$ cat src/rtl/gray_step_sequencer_if.sv
// Handshake and control bundle for the Gray step sequencer.
// master drives controls and g_ready; slave presents the Gray position.
interface gray_step_sequencer_if #(
   parameter int WIDTH = 2,
   parameter int DIV_W = 8
);
   logic             start;
   logic             stop;
   logic             step_req;
   logic             dir;
   logic [DIV_W-1:0] period;
   logic             load;
   logic [WIDTH-1:0] load_val;
   logic [WIDTH-1:0] g_out;
   logic             g_valid;
   logic             g_ready;
   logic             busy;
   logic             wrap;

   modport master (
      output start, stop, step_req, dir, period,
      output load, load_val, g_ready,
      input  g_out, g_valid, busy, wrap
   );

   modport slave (
      input  start, stop, step_req, dir, period,
      input  load, load_val, g_ready,
      output g_out, g_valid, busy, wrap
   );
endinterface

$ cat src/rtl/gray_step_sequencer.sv
// Binary position stepper that presents its Gray-coded value
// over a valid/ready handshake, single-step or free-running.
module gray_step_sequencer #(
   parameter int WIDTH = 2,
   parameter int DIV_W = 8
) (
   input logic                 clk,
   input logic                 rst,
   gray_step_sequencer_if.slave bus
);

   typedef enum logic [1:0] {
      S_IDLE,
      S_WAIT,
      S_PRESENT
   } state_t;

   state_t           state;
   logic [WIDTH-1:0] bin;
   logic [WIDTH-1:0] g_q;
   logic             valid_q;
   logic             busy_q;
   logic             wrap_q;
   logic             run;
   logic [DIV_W-1:0] timer;

   logic [WIDTH-1:0] bin_nxt;
   logic [WIDTH-1:0] gray_nxt;
   logic [WIDTH-1:0] gray_load;
   logic             wrap_nxt;
   logic [DIV_W-1:0] reload;

   always_comb begin
      bin_nxt   = bus.dir ? bin + 1'b1 : bin - 1'b1;
      gray_nxt  = bin_nxt ^ (bin_nxt >> 1);
      gray_load = bus.load_val ^ (bus.load_val >> 1);
      wrap_nxt  = bus.dir ? (&bin) : ~(|bin);
      reload    = (bus.period == '0) ? DIV_W'(1) : bus.period;
   end

   always_ff @(posedge clk or posedge rst) begin
      if (rst) begin
         state   <= S_IDLE;
         bin     <= '0;
         g_q     <= '0;
         valid_q <= 1'b0;
         busy_q  <= 1'b0;
         wrap_q  <= 1'b0;
         run     <= 1'b0;
         timer   <= '0;
      end else begin
         wrap_q <= 1'b0;
         unique case (state)
            S_IDLE: begin
               if (bus.load) begin
                  bin <= bus.load_val;
                  g_q <= gray_load;
               end else if (bus.start) begin
                  run    <= 1'b1;
                  timer  <= reload;
                  busy_q <= 1'b1;
                  state  <= S_WAIT;
               end else if (bus.step_req) begin
                  bin     <= bin_nxt;
                  g_q     <= gray_nxt;
                  wrap_q  <= wrap_nxt;
                  valid_q <= 1'b1;
                  busy_q  <= 1'b1;
                  state   <= S_PRESENT;
               end
            end
            S_WAIT: begin
               // stop wins over an expiring interval
               if (bus.stop) begin
                  run    <= 1'b0;
                  busy_q <= 1'b0;
                  state  <= S_IDLE;
               end else if (timer <= DIV_W'(1)) begin
                  bin     <= bin_nxt;
                  g_q     <= gray_nxt;
                  wrap_q  <= wrap_nxt;
                  valid_q <= 1'b1;
                  state   <= S_PRESENT;
               end else begin
                  timer <= timer - 1'b1;
               end
            end
            S_PRESENT: begin
               if (bus.stop) run <= 1'b0;
               if (bus.g_ready) begin
                  valid_q <= 1'b0;
                  if (run && !bus.stop) begin
                     timer <= reload;
                     state <= S_WAIT;
                  end else begin
                     busy_q <= 1'b0;
                     state  <= S_IDLE;
                  end
               end
            end
            default: state <= S_IDLE;
         endcase
      end
   end

   assign bus.g_out   = g_q;
   assign bus.g_valid = valid_q;
   assign bus.busy    = busy_q;
   assign bus.wrap    = wrap_q;

endmodule

$ cat src/flat_wrapper.sv
// flat-port wrapper written by rule: the top's interface ports become plain ports
module gray_step_sequencer_flat 
#(
   parameter int WIDTH = 2,
   parameter int DIV_W = 8
)
  (clk, rst, bus_start, bus_stop, bus_step_req, bus_dir, bus_period, bus_load, bus_load_val, bus_g_ready, bus_g_out, bus_g_valid, bus_busy, bus_wrap);
  gray_step_sequencer_if #(.WIDTH(WIDTH), .DIV_W(DIV_W)) bus_i ();
  input logic clk;
  input logic rst;
  input wire logic [$bits(bus_i.start)-1:0] bus_start;
  input wire logic [$bits(bus_i.stop)-1:0] bus_stop;
  input wire logic [$bits(bus_i.step_req)-1:0] bus_step_req;
  input wire logic [$bits(bus_i.dir)-1:0] bus_dir;
  input wire logic [$bits(bus_i.period)-1:0] bus_period;
  input wire logic [$bits(bus_i.load)-1:0] bus_load;
  input wire logic [$bits(bus_i.load_val)-1:0] bus_load_val;
  input wire logic [$bits(bus_i.g_ready)-1:0] bus_g_ready;
  output wire logic [$bits(bus_i.g_out)-1:0] bus_g_out;
  output wire logic [$bits(bus_i.g_valid)-1:0] bus_g_valid;
  output wire logic [$bits(bus_i.busy)-1:0] bus_busy;
  output wire logic [$bits(bus_i.wrap)-1:0] bus_wrap;
  assign bus_i.start = bus_start;
  assign bus_i.stop = bus_stop;
  assign bus_i.step_req = bus_step_req;
  assign bus_i.dir = bus_dir;
  assign bus_i.period = bus_period;
  assign bus_i.load = bus_load;
  assign bus_i.load_val = bus_load_val;
  assign bus_i.g_ready = bus_g_ready;
  assign bus_g_out = bus_i.g_out;
  assign bus_g_valid = bus_i.g_valid;
  assign bus_busy = bus_i.busy;
  assign bus_wrap = bus_i.wrap;
  gray_step_sequencer #(.WIDTH(WIDTH), .DIV_W(DIV_W)) u_core (.clk(clk), .rst(rst), .bus(bus_i));
endmodule
$ cat config.mk
export PLATFORM = sky130hd
export DESIGN_NAME = gray_step_sequencer_flat
export DESIGN_NICKNAME = d
export VERILOG_FILES = /design/src/rtl/gray_step_sequencer_if.sv /design/src/rtl/gray_step_sequencer.sv /design/src/flat_wrapper.sv
export SDC_FILE = /design/constraint.sdc
export NUM_CORES = 1
export LEC_CHECK = 0
export CORE_ASPECT_RATIO = 0.7
export CORE_MARGIN = 2
export CORE_UTILIZATION = 54
export CTS_BUF_LIST = sky130_fd_sc_hd__clkbuf_4 sky130_fd_sc_hd__clkbuf_8
export DETAILED_ROUTE_END_ITERATION = 6
export GPL_TIMING_DRIVEN = 0
export PLACE_DENSITY = 0.79
export SLEW_MARGIN = 20
export SYNTH_ARGS = -nofsm -noshare
export SYNTH_HDL_FRONTEND = slang
export SYNTH_SLANG_ARGS = --single-unit
$ cat constraint.sdc
create_clock -name clk -period 2.19 [get_ports clk]
set_input_delay 0.438 -clock clk [delete_from_list [all_inputs] [get_ports clk]]
set_output_delay 0.438 -clock clk [all_outputs]
set_load 0.05 [all_outputs]
* Yosys cells after proc, flatten, opt, wreduce, memory -nomap -nowiden
Cells that the tools add are included.
Widths: inputs -> output; s select.
** Operators by class
- $add $sub $neg :: 3
- $lt $le $gt $ge :: 1
- Equality and inequality tests :: 18
- Multiplexer cells :: 52
- Bitwise gates (word level) :: 3
- Reduce and logical (&&, ||, !) cells :: 16
** Operators with widths (count)
- $mux 8 :: 7
- $mux 2 :: 17
- $pmux 8 s3 :: 1
- $mux 1 :: 20
- $ne 2x2->1 const B :: 9
- $reduce_and 7->1 :: 2
- $ne 3x3->1 const B :: 3
- $le 8x1->1 const B :: 1
- $logic_not 8->1 :: 1
- $pmux 2 s2 :: 2
- $reduce_and 4->1 :: 2
- $sub 8x1->8 const B :: 1
- $ne 2x1->1 const B :: 3
- $pmux 1 s3 :: 2
- $pmux 2 s3 :: 1
- $reduce_and 6->1 :: 1
- $reduce_and 5->1 :: 1
- $pmux 1 s2 :: 2
- $reduce_bool 2->1 :: 2
- $reduce_or 2->1 :: 2
- $xor 2x1->2 :: 2
- $ne 3x2->1 const B :: 1
- $reduce_bool 3->1 :: 1
- $add 2x1->2 const B :: 1
- other kinds (8) :: 8
** Word-level totals
- Bits in registers :: 18
- Input port bits :: 18
- Output and inout port bits :: 5
- Logic and storage cells :: 101

* Logic depth before layout (Yosys ltp)
- Word-level depth :: 7
- Mapped depth :: 8
- Depth with buffers taken out :: 6

* Worst setup path before layout
OpenSTA, ideal clock, no wires.
- Kind :: register to register
- Start point :: register u_core.state[1]
- End point :: register u_core.g_q[0], in the netlist u_core.bus.g_out[0]
- Setup time :: 0.125 ns
- Arrival time :: 1.770 ns
- Required time :: 2.065 ns
- Slack :: 0.295 ns
- Stages on the path, launching flop included :: 8
- Path buffers :: 1
- Clock period less this slack :: 1.895 ns
- Cell sequence :: dfrtp_1 inv_1 ha_1 buf_2 clkinv_1 a31oi_1 or2_1 mux2_2
** On the way
- Cells in the longest elaborated chain, start to end :: 3
- Elaborated cells on any way between the ends :: 9
- Classes of those cells :: eq/ne (5); mux (1); reduce/logical (3)
** RTL lines
- from (decl) :: line gray_step_sequencer.sv:18 : state_t state;
- from (signal assigned) :: line gray_step_sequencer.sv:43 : state <= S_IDLE;
- from (signal assigned) :: line gray_step_sequencer.sv:62 : state <= S_WAIT;
- from (signal assigned) :: line gray_step_sequencer.sv:69 : state <= S_PRESENT;
- $eq 2x1->1 / $logic_not 2->1 (equally long branches) :: line gray_step_sequencer.sv:53 : unique case (state)
- $ne 2x1->1 (no line) (tied with other cells)
- $reduce_and 5->1 (no line)
- to (signal assigned) :: line gray_step_sequencer.sv:57 : g_q <= gray_load;
- to (signal assigned) :: line gray_step_sequencer.sv:65 : g_q <= gray_nxt;
- to (signal assigned) :: line gray_step_sequencer.sv:80 : g_q <= gray_nxt;
- to (decl) :: line gray_step_sequencer.sv:20 : logic [WIDTH-1:0] g_q;
Parallel ways exist; a longest one is shown, timed or not.
A chain may end at the register's enable or synchronous reset.

* Worst setup path after layout
- Start point :: register u_core.g_q[1], in the netlist u_core.bus.g_out[1]
- End point :: output bus_g_out[1]
** RTL lines
- to (decl) :: line flat_wrapper.sv:19 : output wire logic [$bits(bus_i.g_out)-1:0] bus_g_out;
No word-level cell between the ends.

==> run_results.csv <==
group,metric,value,unit
clock_network,worst_skew_pair.late_latency,290,ps
floorplanning,die_h,44.7,um
grt,antenna_found_initial,0,
setup_path,worstPathCellList,"buf_4 > clkdlybuf4s50_1",
clock_network,cts.clk_slew.worst_paths,90,ps
placed_design,gp_congestion,0.848,
layout,area_delta_synth_final,26.3,%
placed_design,port_buffers,22,
layout,mostFrequentLayoutCells,"22 x clkdlybuf4s50_1, 17 x dfrtp_1, 11 x inv_1",
grt,grt_max_degree,18,
drt,drtIter0Drc,104,
grt,grt_pass1_wl,5240,um
pwr,p_switching,0.00106,W
sta,clock_skew,1.09,ps
run,max-cap-violations,0,
pwr,peakVddDrop,0.000971,V
pwr,pwr-share-seq,0.292,
sta,fin_ws,90.8,ps
layout,layout-drive-gt1-share,0.128,
pwr,pwr_density_cell,1360,nW/um^2
sta,fmax,476,MHz
setup_path,r2r_end,"u_core.bus.g_out[0]",
floorplanning,initial_core_util,0.584,
sta,tightest_slew,656,ps
floorplanning,die_w,62.2,um
synthesis,synthCells,144,
floorplanning,fp-row-count,14,
pwr,swShare,0.483,
drt,finalWirelength,3220,um
setup_path,start_kind,"flip-flop",
sta,setup_violations,0,
synthesis,synth.area.top_cells,"dfrtp_1 33%, ha_1 5.9%, a41oi_1 3.4%",
pwr,p_comb_frac,0.626,
floorplanning,die_area,2780,sq um
synthesis,yosysWarningCount,0,
setup_path,end_kind,"output port",
synthesis,ys.flop_type,"dfrtp_1",
drt,num_vias,1236,
sta,finalMaxSlewViolations,0,
clock_network,clk_path_buf_depth,2,
drt,drcViolationCount,0,
drt,vias_per_cell,6.06,
clock_network,cts_made_buffers,3,
synthesis,synthDistinctLibCells,51,
grt,grtUsageTotal,0.245,
floorplanning,pin_count,23,
layout,final_nets,197,
sta,fin_crit_sh,0.959,
layout,layout_commonest_cell,"clkdlybuf4s50_1",
pwr,leakage,0.659,nW
worst_hold_path,min_from,"u_core.bus.g_out[0]",
synthesis,yosysTopAreaCell,"dfrtp_1",
worst_hold_path,hold_depth,1,
clock_network,cts_tree,"built",
clock_network,clock-sinks,17,
setup_path,r2r_cells,7,
drt,wl_per_cell,15.8,um
run_status,outcome,"completed",
placed_design,place_area,1540,sq um
synthesis,ys_ff_latch,17,
synthesis,syn-num-nets,168,
pwr,p_int,0.00114,W
sta,final_hold_viol_count,0,
sta,rsz0062_at_grt,"false",
layout,final_area,1620,sq um
drt,dr.pass1.iters,4,
sta,hold_slack,519,ps
setup_path,crit_type,"reg -> out",
setup_path,slowest_stage,"clkdlybuf4s50_1",
setup_path,crit_path_max_fanout,6,
worst_hold_path,min_path_type,"reg -> reg",
placed_design,dp_slack,-191,ps
grt,grt_overflow,0,
setup_path,rr_startpoint,"u_core.state[1]",
setup_path,required,1750,ps
sta,maxSlewHeadroom,0.562,
clock_network,holdBufCountCts,0,
setup_path,reg2reg_setup_slack,120,ps
drt,postRouteAntennaNets,0,
placed_design,dp_hpwl,2320,um
synthesis,async_flop_share,1.00,
clock_network,h-tree-depth,1,
setup_path,slowest_delay,780,ps
clock_network,cts-root-buf,"clkbuf_4",
worst_hold_path,hold_end,"u_core.bus.g_out[0]",
sta,fin_crit,2100,ps
floorplanning,core_area,2190,sq um
setup_path,cp_data_arrival_time,1660,ps
pwr,clkPwrFrac,0.082,
synthesis,syn_avg_cell_area,8.88,sq um
synthesis,netlist_area,1280,sq um
synthesis,yosysTopAreaCellShare,0.333,
sta,setup_tns,0,ps
layout,num_antenna_cells,0,
synthesis,synth_edf_count,0,
synthesis,yosysSeqAreaShare,0.333,
grt,grt_pass1_vias,1120,
## registers in the layout, indices dropped and copies added, names as in the netlist
signal	count
u_core.bus.busy	1
u_core.bin	1
u_core.bus.wrap	1
u_core.bus.g_valid	1
u_core.timer	8
u_core.state	2
u_core.run	1
u_core.bus.g_out	2
## cells in the mapped netlist, types with 2 or more instances
library cell / number
nand2b_1: 5
a21oi_1: 8
buf_2: 4
nor2_1: 7
inv_1: 11
a41oi_1: 5
dfrtp_1: 17
xnor2_1: 2
or4_1: 2
o2111ai_1: 2
mux2i_1: 3
nand4_1: 2
nand3_1: 5
nor2b_1: 4
a22o_1: 2
o22ai_1: 2
nor4_1: 2
o211ai_1: 2
o31ai_1: 3
and2_1: 3
nor3_1: 2
or3_1: 3
nand2_1: 8
o21ai_0: 8
ha_1: 6
## power groups by stage
| stage | registers [W] | logic, W | clock network, W |
|---|---|---|---|
| 6_report | 0.000642 | 0.00138 | 0.000180 |
| 2_1_floorplan | 0.000700 | 0.000872 | 0 |
| 3_3_place_gp | 0.000632 | 0.00123 | 0 |
| 5_1_grt | 0.000664 | 0.00151 | 0.000200 |
| 3_5_place_dp | 0.000644 | 0.00126 | 0 |
| 4_1_cts | 0.000637 | 0.00129 | 0.000186 |
## stage by stage
stage                     power [W]  std cells   util
after floorplan             0.00157        144      -
after global placement      0.00186        198  0.703
after detailed placement    0.00191        198  0.703
after CTS                   0.00211        202  0.722
after global routing        0.00237        204  0.738
final                       0.00220        204  0.738
## worst max-delay path: cells and delay by family (launching register included)
| family | cells | cell delay [ps] |
|---|---|---|
| flops | 1 | 450 |
| buf+inv | 2 | 920 |
## timing repair
action	CTS	global route
resized for setup	3	4
pin swaps	0	1
cloned	0	0
setup buffers	0	2
endpoints found under the setup margin	2	10
## worst max path at each step
| stage | from | end | slack, ps | depth (start not counted) |
|---|---|---|---|---|
| floorplan | u_core.state[1] | u_core.bus.g_out[0] | 300 | 7 |
| global placement | bus_stop | u_core.bus.g_valid | -140 | 6 |
| detailed placement | bus_stop | u_core.bus.g_valid | -190 | 6 |
| CTS | u_core.state[0] | u_core.bus.g_valid | 30 | 7 |
| global route | u_core.bus.g_out[1] | bus_g_out[1] | 10 | 2 |
| finish | u_core.bus.g_out[1] | bus_g_out[1] | 90 | 2 |
## cell families (layout without fill, tap and decap cells)
logic type      count (synthesis)  after routing  share of synthesized area
xor+xnor                        3              3                     0.0206
fa+ha+maj                       6              6                     0.0587
flops                          17             17                      0.333
simple gates                   51             51                      0.236
buf+inv                        18             46                     0.0597
compound gates                 44             44                      0.249
mux                             5              5                     0.0440
## cell type report
| class | instances | area [sq um] |
|---|---|---|
| tap | 32 | 40.0 |
| fill | 183 | 574 |
| clock buffer | 4 | 30.0 |
| timing repair buffer | 24 | 235 |
| multi-input combinational | 109 | 805 |
| sequential | 17 | 425 |
| buffer | 6 | 33.8 |
| inverter | 12 | 46.3 |
## metal layers
| layer | vias to the layer above | wire (um) | global-route usage |
|---|---|---|---|
| li1 | 598 | - | - |
| met1 | 585 | 1530 | 0.348 |
| met2 | 47 | 1420 | 0.383 |
| met3 | 6 | 239 | 0.0648 |
| met4 | 0 | 30 | 0.0622 |
| met5 | - | 0 | 0 |
No activity file was read; power rests on OpenSTA's default activity.
